**config.mk**
```make
export PLATFORM = sky130hd
export DESIGN_NAME = uart_rx_cfg
export DESIGN_NICKNAME = d
export VERILOG_FILES = /design/src/rtl/uart_rx_cfg.sv
export SDC_FILE = /design/constraint.sdc
export NUM_CORES = 1
export LEC_CHECK = 0
export CAP_MARGIN = 5
export CORE_AREA = 2 2 67 69
export DETAILED_ROUTE_END_ITERATION = 8
export DIE_AREA = 0 0 69 71
export PLACE_DENSITY = 0.59
export RECOVER_POWER = 100
export SETUP_SLACK_MARGIN = 0.5
export SLEW_MARGIN = 25
export SYNTH_ARGS = -nofsm -noshare
export SYNTH_HDL_FRONTEND = slang
export SYNTH_SLANG_ARGS = --single-unit
```
**constraint.sdc**
```tcl
create_clock -name baud -period 2.4 [get_ports baud]
set_input_delay 0.72 -clock baud [delete_from_list [all_inputs] [get_ports baud]]
set_output_delay 0.72 -clock baud [all_outputs]
set_load 0.01 [all_outputs]
```
**src/rtl/uart_rx_cfg.sv**
```systemverilog
// uart_rx_cfg: oversampling UART receiver with configurable data width,
// oversample ratio, parity mode and stop-bit count.
// The whole design runs on the oversample clock 'baud'. 'reset' is asynchronous
// and active-high.
// Optional feature: define UART_RX_SYNC_EN to place a 2-flop synchronizer
// (reset value 1) on rx. This adds exactly two cycles of latency.
`timescale 1ns/1ps
module uart_rx_cfg #(
    parameter int DATA_BITS  = 8,
    parameter int OVERSAMPLE = 16,
    parameter int PARITY     = 0,
    parameter int STOP_BITS  = 1
) (
    input  logic                 baud,
    input  logic                 reset,
    input  logic                 en,
    input  logic                 rx,
    output logic [DATA_BITS-1:0] data,
    output logic                 done,
    output logic                 busy,
    output logic                 parity_err,
    output logic                 frame_err,
    output logic                 error
);

    localparam int CW = $clog2(OVERSAMPLE);
    localparam logic [CW-1:0] HALF_M1   = CW'(OVERSAMPLE / 2 - 1);
    localparam logic [CW-1:0] FULL_M1   = CW'(OVERSAMPLE - 1);
    localparam logic [3:0]    DATA_LAST = 4'(DATA_BITS - 1);
    localparam logic [3:0]    STOP_LAST = 4'(STOP_BITS - 1);
    localparam logic          HAS_PAR   = (PARITY != 0) ? 1'b1 : 1'b0;
    localparam logic          ODD_MODE  = (PARITY == 1) ? 1'b1 : 1'b0;

    localparam logic [2:0] ST_IDLE   = 3'd0;
    localparam logic [2:0] ST_START  = 3'd1;
    localparam logic [2:0] ST_DATA   = 3'd2;
    localparam logic [2:0] ST_PARITY = 3'd3;
    localparam logic [2:0] ST_STOP   = 3'd4;

    logic                 rx_s;
    logic                 rx_prev_reg;
    logic                 start_edge;

    logic [2:0]           state_reg, state_next;
    logic [CW-1:0]        cnt_reg, cnt_next;
    logic [3:0]           bit_reg, bit_next;
    logic [DATA_BITS-1:0] shift_reg, shift_next;
    logic                 par_err_reg, par_err_next;
    logic                 stop_err_reg, stop_err_next;
    logic                 finish_reg, finish_next;

    logic [DATA_BITS-1:0] data_reg;
    logic                 done_reg;
    logic                 parity_err_reg;
    logic                 frame_err_reg;

`ifdef UART_RX_SYNC_EN
    logic [1:0] sync_reg;

    // Two-stage synchronizer. It idles high, so leaving reset never looks like a start edge.
    always_ff @(posedge baud or posedge reset) begin
        if (reset) begin
            sync_reg <= 2'b11;
        end else begin
            sync_reg <= {sync_reg[0], rx};
        end
    end

    assign rx_s = sync_reg[1];
`else
    assign rx_s = rx;
`endif

    // Edge-detect history. It tracks the line every cycle, including mid-frame,
    // so a line that stays low (break) cannot start a new frame.
    always_ff @(posedge baud or posedge reset) begin
        if (reset) begin
            rx_prev_reg <= 1'b1;
        end else begin
            rx_prev_reg <= rx_s;
        end
    end

    assign start_edge = en & rx_prev_reg & ~rx_s;

    // Frame sequencer: next-state, tick/bit counters, shifter and error latches.
    always_comb begin
        state_next    = state_reg;
        cnt_next      = cnt_reg;
        bit_next      = bit_reg;
        shift_next    = shift_reg;
        par_err_next  = par_err_reg;
        stop_err_next = stop_err_reg;
        finish_next   = 1'b0;
        case (state_reg)
            ST_IDLE: begin
                if (start_edge) begin
                    state_next = ST_START;
                    cnt_next   = '0;
                end
            end
            ST_START: begin
                if (cnt_reg == HALF_M1) begin
                    cnt_next = '0;
                    if (!rx_s) begin
                        // A confirmed start clears the per-frame error latches.
                        state_next    = ST_DATA;
                        bit_next      = '0;
                        par_err_next  = 1'b0;
                        stop_err_next = 1'b0;
                    end else begin
                        state_next = ST_IDLE;
                    end
                end else begin
                    cnt_next = cnt_reg + 1'b1;
                end
            end
            ST_DATA: begin
                if (cnt_reg == FULL_M1) begin
                    cnt_next   = '0;
                    shift_next = {rx_s, shift_reg[DATA_BITS-1:1]};
                    if (bit_reg == DATA_LAST) begin
                        bit_next   = '0;
                        state_next = HAS_PAR ? ST_PARITY : ST_STOP;
                    end else begin
                        bit_next = bit_reg + 1'b1;
                    end
                end else begin
                    cnt_next = cnt_reg + 1'b1;
                end
            end
            ST_PARITY: begin
                if (cnt_reg == FULL_M1) begin
                    cnt_next     = '0;
                    bit_next     = '0;
                    state_next   = ST_STOP;
                    // Odd mode wants an overall XOR of 1 and even mode wants 0.
                    par_err_next = (^shift_reg) ^ rx_s ^ ODD_MODE;
                end else begin
                    cnt_next = cnt_reg + 1'b1;
                end
            end
            ST_STOP: begin
                if (cnt_reg == FULL_M1) begin
                    cnt_next = '0;
                    if (!rx_s) begin
                        stop_err_next = 1'b1;
                    end
                    if (bit_reg == STOP_LAST) begin
                        // Return at mid-stop so a back-to-back start edge is seen.
                        state_next  = ST_IDLE;
                        bit_next    = '0;
                        finish_next = 1'b1;
                    end else begin
                        bit_next = bit_reg + 1'b1;
                    end
                end else begin
                    cnt_next = cnt_reg + 1'b1;
                end
            end
            default: begin
                state_next = ST_IDLE;
                cnt_next   = '0;
                bit_next   = '0;
            end
        endcase
    end

    // Sequencer state registers.
    always_ff @(posedge baud or posedge reset) begin
        if (reset) begin
            state_reg    <= ST_IDLE;
            cnt_reg      <= '0;
            bit_reg      <= '0;
            shift_reg    <= '0;
            par_err_reg  <= 1'b0;
            stop_err_reg <= 1'b0;
            finish_reg   <= 1'b0;
        end else begin
            state_reg    <= state_next;
            cnt_reg      <= cnt_next;
            bit_reg      <= bit_next;
            shift_reg    <= shift_next;
            par_err_reg  <= par_err_next;
            stop_err_reg <= stop_err_next;
            finish_reg   <= finish_next;
        end
    end

    // Result registers. They update together one cycle after the last stop
    // sample and hold until the next completed frame.
    always_ff @(posedge baud or posedge reset) begin
        if (reset) begin
            data_reg       <= '0;
            done_reg       <= 1'b0;
            parity_err_reg <= 1'b0;
            frame_err_reg  <= 1'b0;
        end else begin
            done_reg <= finish_reg;
            if (finish_reg) begin
                data_reg       <= shift_reg;
                parity_err_reg <= par_err_reg;
                frame_err_reg  <= stop_err_reg;
            end
        end
    end

    assign data       = data_reg;
    assign done       = done_reg;
    assign busy       = (state_reg != ST_IDLE);
    assign parity_err = parity_err_reg;
    assign frame_err  = frame_err_reg;
    assign error      = parity_err_reg | frame_err_reg;

endmodule

```
-- Yosys cells after proc, flatten, opt, wreduce, memory -nomap -nowiden
Index checks and enable logic that the tools add are counted.
- output and inout bits: 13
- input port bits: 4
- register bits after elaboration: 34
- reduce and logical (&&, ||, !) cells: 12
- muxes and demuxes: 31
- bitwise logic cells: 6
- $add $sub $neg: 2
- eq/ne operators: 16
- operator list (kind ; number):
    4-bit 2-to-1 mux ; 10
    3-bit 2-to-1 mux ; 7
    4-bit one-hot mux with 5 select lines ; 1
    2-bit inequality test, second input constant ; 9
    3-bit one-hot mux with 5 select lines ; 1
    4-bit one-hot mux with 3 select lines ; 1
    4-bit by 1-bit adder with 4-bit output, second input constant ; 2
    4-bit by 3-bit == test with 1-bit output, second input constant ; 2
    1-bit 2-to-1 mux ; 8
    8-bit XOR reduction ; 1
    7-bit AND reduction ; 1
    3-bit by 2-bit == test with 1-bit output, second input constant ; 2
    6-bit AND reduction ; 1
    5-bit AND reduction ; 1
    4-bit == test, second input constant ; 1
    4-bit zero test ; 1
    1-bit one-hot mux with 2 select lines ; 2
    4-bit AND reduction ; 1
    2-bit nonzero test ; 2
    3-bit by 1-bit == test with 1-bit output, second input constant ; 1
    3-bit == test, second input constant ; 1
    3-bit zero test ; 1
    3-bit nonzero test ; 1
    3-bit OR reduction ; 1
    6 further kinds ; 8

-- Depth between registers and ports, before layout
Gate-level depths: netlist (run 1).
- depth after elaboration: 4
- depth in mapped cells: 8
- depth with buffers taken out: 7

-- Worst setup path before layout (run 1)
OpenSTA, ideal clock, no wires.
- path kind: in2reg
- start: input rx
- end: register bit_reg[2]
- setup time: 77 ps
- cell stages on the path: 6
- path buffers: 1
- path slack: 532 ps
- data arrival time: 1790 ps
- required time: 2323 ps
- cell sequence: and4bb_2 > nand3b_1 > and3_1 > buf_6 > or3_1 > a21oi_1
- cells in the longest elaborated chain, start to end: 2
- RTL lines (what ; line ; text):
    from (decl) ; 17 ; input logic rx,
    2-bit inequality test (no source line) ; n/a ;
    6-bit AND reduction (no source line) ; n/a ;
    to (signal assigned) ; 182 ; bit_reg <= bit_next;
    to (decl) ; 46 ; logic [3:0] bit_reg, bit_next;
No other way between the ends.
A chain may end at the register's enable or synchronous reset.

-- Worst setup path after layout (run 1)
- start: register state_reg[2]
- end: register state_reg[1]
- cells in the longest elaborated chain, start to end: 3
- elaborated cells between the ends (all ways): 14
- classes of those cells: eq/ne (11); mux (1); reduce/logical (2)
- RTL lines (what ; line ; text):
    from (decl) ; 44 ; logic [2:0] state_reg, state_next;
    from (signal assigned) ; 180 ; state_reg <= state_next;
    3-bit == test, or another cell as far along ; 95 ; case (state_reg)
    2-bit inequality test (no source line) ; n/a ;
    7-bit AND reduction (no source line) ; n/a ;
Parallel ways exist; a longest one is shown, timed or not.

==> run_results.csv, run 1 <==
group,metric,value,unit
setup_path,crit_path_max_fanout,12,
floorplanning,rows,24,
setup_path,path_class,"register to register",
timing,tightest_slew,0.845,ns
cts,cts_buffers,5,
power,power_leakage,0.000909,uW
placement,dp.cells,212,
grt,grt_max_degree,35,
timing,max_slew_margin,0.437,
status,outcome,"finished, final reports clean",
routing,antenna_left,0,
yosys,ys_ff_latch,34,
timing,maxSlewViolCount,0,
placement,dp_hpwl,2.16,mm
yosys,synth_compound_area_frac,0.112,
flow_run,maxCapViolCount,0,
yosys,synth_top_family_by_area,"multiplexers",
yosys,synthSimpleGateAreaFrac,0.115,
timing,final_hold_viol_count,0,
timing,fin_skew,0.00336,ns
grt,grt_pass1_wl,5.33,mm
routing,vias,1127,
grt,grt_pass1_vias,1197,
yosys,synth-xor-area-share,0.0589,
routing,drc,0,
yosys,synth_cells,143,
yosys,yosysTopAreaCell,"dfrtp_1",
timing,period_minus_slack,1.97,ns
yosys,syn-cell-area,1640,um^2
layout,stdcell_area,1970,um^2
floorplanning,core_area,4200,um^2
layout,areaGrowthSynthToFinish,20.6,%
layout,drive_above_1_share,0.235,
yosys,syn_nets,150,
yosys,ys_warn_count,0,
yosys,synthAdderAreaFrac,0.0230,
layout,instances_no_fill,222,
setup_path,endpoint_kind,"register",
yosys,synthTopCellsByArea,"dfrtp_1 50%, mux2_2 12%, xnor2_1 4.3%",
grt,grt.total_usage,0.137,
yosys,synth_edf_count,0,
setup_path,cp.arrival,2.13,ns
yosys,synth.top_cell.area_share,0.505,
routing,viasPerCell,5.08,
setup_path,slowest_delay,0.41,ns
cts,cts_buffer_depth,2,
cts,worstSkewPairLatency,0.28,ns
yosys,async_flop_share,1.00,
grt,grt.overflow.total,0,
timing,fin_tns_setup,0,ns
floorplanning,chipWidth,69,um
layout,diodes,0,
setup_path,worst_ep_required_time,2.56,ns
grt,antenna_found_initial,0,
timing,rsz0062_at_grt,"yes",
timing,fmax,0.508,GHz
yosys,muxShareOfSynthArea,0.131,
min_path,whs_path_depth,1,
timing,fin_hold_ws,0.509,ns
setup_path,r2r_cells,6,
placement,place_area,1880,um^2
yosys,avgSynthCellArea,11.4,um^2
floorplanning,dieArea,4900,um^2
power,ir_worst_vdd,0.386,mV
floorplanning,die_height,71,um
power,powerDensity,983,nW/um^2
routing,routedWlPerCell,13.3,um
floorplanning,pin_count,17,
cts,tritoncts,"yes",
cts,holdBufCountCts,0,
setup_path,cp_slowest_cell,"clkbuf_1",
cts,clock_sinks,34,
timing,min_period_over_period,0.820,
cts,root_buffer,"clkbuf_8",
cts,clkTransAtPathRegs,0.07,ns
yosys,ys_types,38,
yosys,synth_seq_area_share,0.521,
floorplanning,start_util,0.389,
min_path,hold_path.class,"register to register",
routing,drtIter0Drc,29,
timing,finalSetupViolCount,0,
setup_path,path_cells,"clkbuf_1 > nor3b_1 > o32a_1 > o21ai_1 > nand2_1 > mux2_1",
yosys,yosysMostFrequentCell,"dfrtp_1",
setup_path,cp-start-kind,"register",
routing,wirelength,2.96,mm
placement,gp_congestion,0.750,
yosys,synth_common_cells,"33 x dfrtp_1, 18 x mux2_2, 11 x nand2_1, 11 x o21ai_0, 8 x xnor2_1",
layout,nNetsFinal,176,
cts,htreeDepth,2,
placement,numPortBuffers,16,
routing,firstDrtPassIters,2,
yosys,ys.flop_type,"dfrtp_1",
[stage by stage]
| step | power, uW | setup WS (ns) | utilization |
|---|---|---|---|
| after floorplan | 1290 | 0.532 | - |
| after global placement | 1490 | 0.135 | 0.446 |
| after detailed placement | 1500 | 0.0935 | 0.446 |
| after CTS | 1930 | 0.460 | 0.467 |
| after global routing | 2110 | 0.238 | 0.469 |
| final | 1940 | 0.432 | 0.469 |
[per-layer routing]
layer	track usage	part of all wire
met1	0.157	0.43
met2	0.236	0.52
met3	0.0442	0.040
met4	0.0610	0.0098
met5	0	0
[layout by cell type, fill, tap and decap left out, drive strengths merged, types with 2 or more instances in the layout]
cell type      instances
o21ai                 14
or3                    2
mux2                  19
nor3                   4
clkdlybuf4s25          8
o32a                   2
and3                   3
nor3b                  3
xor2                   3
dlygate4sd3            2
nand3                  4
buf                    6
nand2                 11
a21oi                  3
a22o                   2
dfrtp                 33
xnor2                  8
dlygate4sd2            3
inv                    7
ha                     3
nor2                   2
clkbuf                12
[kinds of logic (layout without fill, tap and decap cells)]
family | Yosys count | after routing
and+or+nand+nor | 35 | 35
adders and majority gates | 3 | 3
muxes | 19 | 19
buffers and inverters | 13 | 40
DFF | 34 | 34
AOI/OAI and AO/OA | 28 | 28
xor gates and xnor gates | 11 | 11
[critical path, delay by kind of cell, from the launching register on]
family                 cells  cell delay [ns]
AO/OA/AOI/OAI              2             0.52
buffers and inverters      1             0.41
flip-flops                 1             0.34
multiplexers               1             0.32
AND/OR/NAND/NOR            2             0.26
[cell type report]
| type | instances | area [um^2] |
|---|---|---|
| sequential | 34 | 852 |
| timing repair buffer | 25 | 205 |
| clock inverter | 1 | 5.00 |
| clock buffer | 7 | 86.3 |
| fill | 402 | 2230 |
| inverter | 7 | 26.3 |
| tap | 52 | 65.1 |
| multi-input combinational | 96 | 732 |
[report_power, final]
part / internal [uW] / leakage (uW) / total [uW] / switching, uW
combinational: 372 / 0.000407 / 760 / 388
sequential: 672 / 0.000454 / 756 / 84.4
clock: 231 / 0.0000482 / 422 / 191
[what timing repair did]
item | CTS | global route
setup buffers | 0 | 2
setup endpoints to repair | 9 | 11
gates resized for setup | 14 | 11
gates cloned | 0 | 0
pin swaps | 1 | 1
[final timing paths]
kind	startpoint	to	slack [ns]
hold reg to reg	data[6]	data[6]	0.51
max in group asynchronous	reset	bit_reg[2]	0.73
setup reg to reg	state_reg[2]	state_reg[1]	0.43
min in group asynchronous	reset	cnt_reg[3]	1.14
hold / removal	data[6]	data[6]	0.51
setup / recovery	state_reg[2]	state_reg[1]	0.43
(Power assumes the default switching activity.)
==> run 2: changes to the inputs <==
Settings changed: PLACE_DENSITY 0.59 to 0.61.
Clock period 2.4 ns to 1.7 ns, I/O delays scaled along.
==> run 2 against run 1 <==
Register-to-register slack got worse by 0.45 ns. Via count grew 13%. Largest power group unchanged. Sequential cell count stayed put. Total power rose by 82%. Die area is the same. The flow now finishes with violations (negative setup slack).
==> run_results.csv, run 2 (synthesis results as in run 1) <==
group,metric,value,unit
status,outcome,"complete, but fails checks",
status,failed_checks,"negative setup slack",
cts,worstSkewPairLatency,0.28,ns
cts,tritoncts,"yes",
routing,drtIter0Drc,68,
layout,layout_commonest_cell,"dfrtp_1",
grt,antenna_found_initial,0,
timing,fin_skew,0.00498,ns
layout,instances_no_fill,252,
layout,drive_above_1_share,0.500,
power,p_total,3530,uW
min_path,hold_path.class,"register to register",
floorplanning,die_height,71,um
cts,clkTransAtPathRegs,0.07,ns
cts,clock_sinks,34,
timing,worst_slack,-0.0144,ns
routing,antenna_left,0,
flow_run,maxCapViolCount,0,
routing,firstDrtPassIters,4,
routing,wirelength,3.66,mm
routing,viasPerCell,5.07,
routing,drc,0,
cts,cts_buffers,5,
floorplanning,chipWidth,69,um
power,power_leakage,0.00110,uW
timing,rsz0062_at_grt,"yes",
layout,diodes,0,
placement,numPortBuffers,16,
grt,grt_max_degree,35,
timing,tightest_slew,0.837,ns
layout,finalCoreUtilization,0.563,
floorplanning,core_area,4200,um^2
floorplanning,pin_count,17,
timing,min_period_over_period,1.01,
layout,nNetsFinal,206,
setup_path,worst_ep_required_time,1.19,ns
setup_path,slowest_delay,0.40,ns
grt,grt_pass1_wl,6.13,mm
grt,grt.total_usage,0.158,
setup_path,endpoint_kind,"output pin",
power,ir_worst_vdd,1.06,mV
routing,routedWlPerCell,14.5,um
layout,layout_common_cells,"30 x dfrtp_1, 22 x buf_4, 15 x clkbuf_1",
timing,final_hold_viol_count,0,
floorplanning,rows,24,
timing,max_slew_margin,0.442,
setup_path,path_class,"register to output pin",
placement,dp.cells,227,
placement,gp_congestion,0.777,
setup_path,cp-start-kind,"register",
floorplanning,start_util,0.389,
layout,stdcell_area,2360,um^2
setup_path,cp.arrival,1.20,ns
setup_path,path_cells,"or3_4 > buf_6",
placement,place_area,2100,um^2
timing,maxSlewViolCount,0,
cts,htreeDepth,2,
routing,vias,1277,
grt,grt.overflow.total,0,
cts,cts_buffer_depth,2,
placement,dp_hpwl,2.31,mm
floorplanning,dieArea,4900,um^2
timing,period_minus_slack,1.71,ns
power,powerDensity,1490,nW/um^2
grt,grt_pass1_vias,1300,
layout,areaGrowthSynthToFinish,44.6,%
setup_path,crit_path_max_fanout,2,
timing,finalSetupViolCount,3,
timing,fmax,0.583,GHz
setup_path,cp_slowest_cell,"dfrtp_2",
timing,fin_hold_ws,0.506,ns
cts,root_buffer,"clkbuf_8",
[run 2: cell count changes in the layout (fill, tap and decap cells not counted), moves of 4 or more]
cell	previous run	this run
nand2_2	0	4
buf_6	1	14
clkbuf_1	5	15
mux2_2	18	13
mux2_4	0	6
buf_4	5	22
o21ai_0	11	4
nand2_1	11	6
clkdlybuf4s25_1	8	1
[run 2: critical path: cells and delay by family, from the launching register on]
| family | cells | cell delay (ns) |
|---|---|---|
| AND/OR/NAND/NOR | 1 | 0.39 |
| buffers and inverters | 1 | 0.13 |
| flip-flops | 1 | 0.40 |
[run 2: worst paths after layout]
path	from	endpoint	slack, ns	depth (start not counted)
worst max-delay path	state_reg[1]	busy	-0.01	2
worst min-delay path	data[5]	data[5]	0.51	1
worst max register to register	state_reg[1]	state_reg[2]	-0.01	6
worst min register to register	data[5]	data[5]	0.51	1
max in group asynchronous	reset	state_reg[2]	0.28	3
min in group asynchronous	reset	finish_reg	0.84	3
[run 2: timing repair]
| action | in CTS | in global routing |
|---|---|---|
| cloned | 1 | 0 |
| resized for setup | 89 | 12 |
| buffers inserted | 10 | 6 |
| hold buffers | 0 | 0 |
| pin swaps | 13 | 7 |
| endpoints found under the setup margin | 34 | 35 |
[run 2: area by class of cell]
class                   instances  area [um^2]
fillers                       368         1840
clock buffers                   8         90.1
inverters                       7         30.0
multi-input cells              96          907
flip-flops and latches         34          856
repair buffers                 55          417
well taps                      52         65.1
[run 2: power by group]
group	switching [uW]	internal, uW
clock	279	330
combinational	837	998
sequential	134	955
[run 2: routing by layer]
layer,up-vias,share of wire,global-route usage
met5,-,0,0
met1,625,0.43,0.192
met4,0,0.028,0.0937
met3,11,0.034,0.0370
met2,23,0.51,0.257
li1,618,-,-
[run 2: through the flow]
stage | setup slack [ns] | setup TNS (ns)
finish | -0.0144 | -0.0389
global route | -0.0542 | -0.155
CTS | -0.0288 | -0.0479
detailed placement | -0.384 | -1.70
global placement | -0.348 | -1.60
floorplan | 0.00494 | 0
==> run 3: changes to the inputs <==
Settings changed: SLEW_MARGIN 25 to 10.
==> results of run 3 <==
No change in the layout: final DEF, timing and power equal those of run 2.
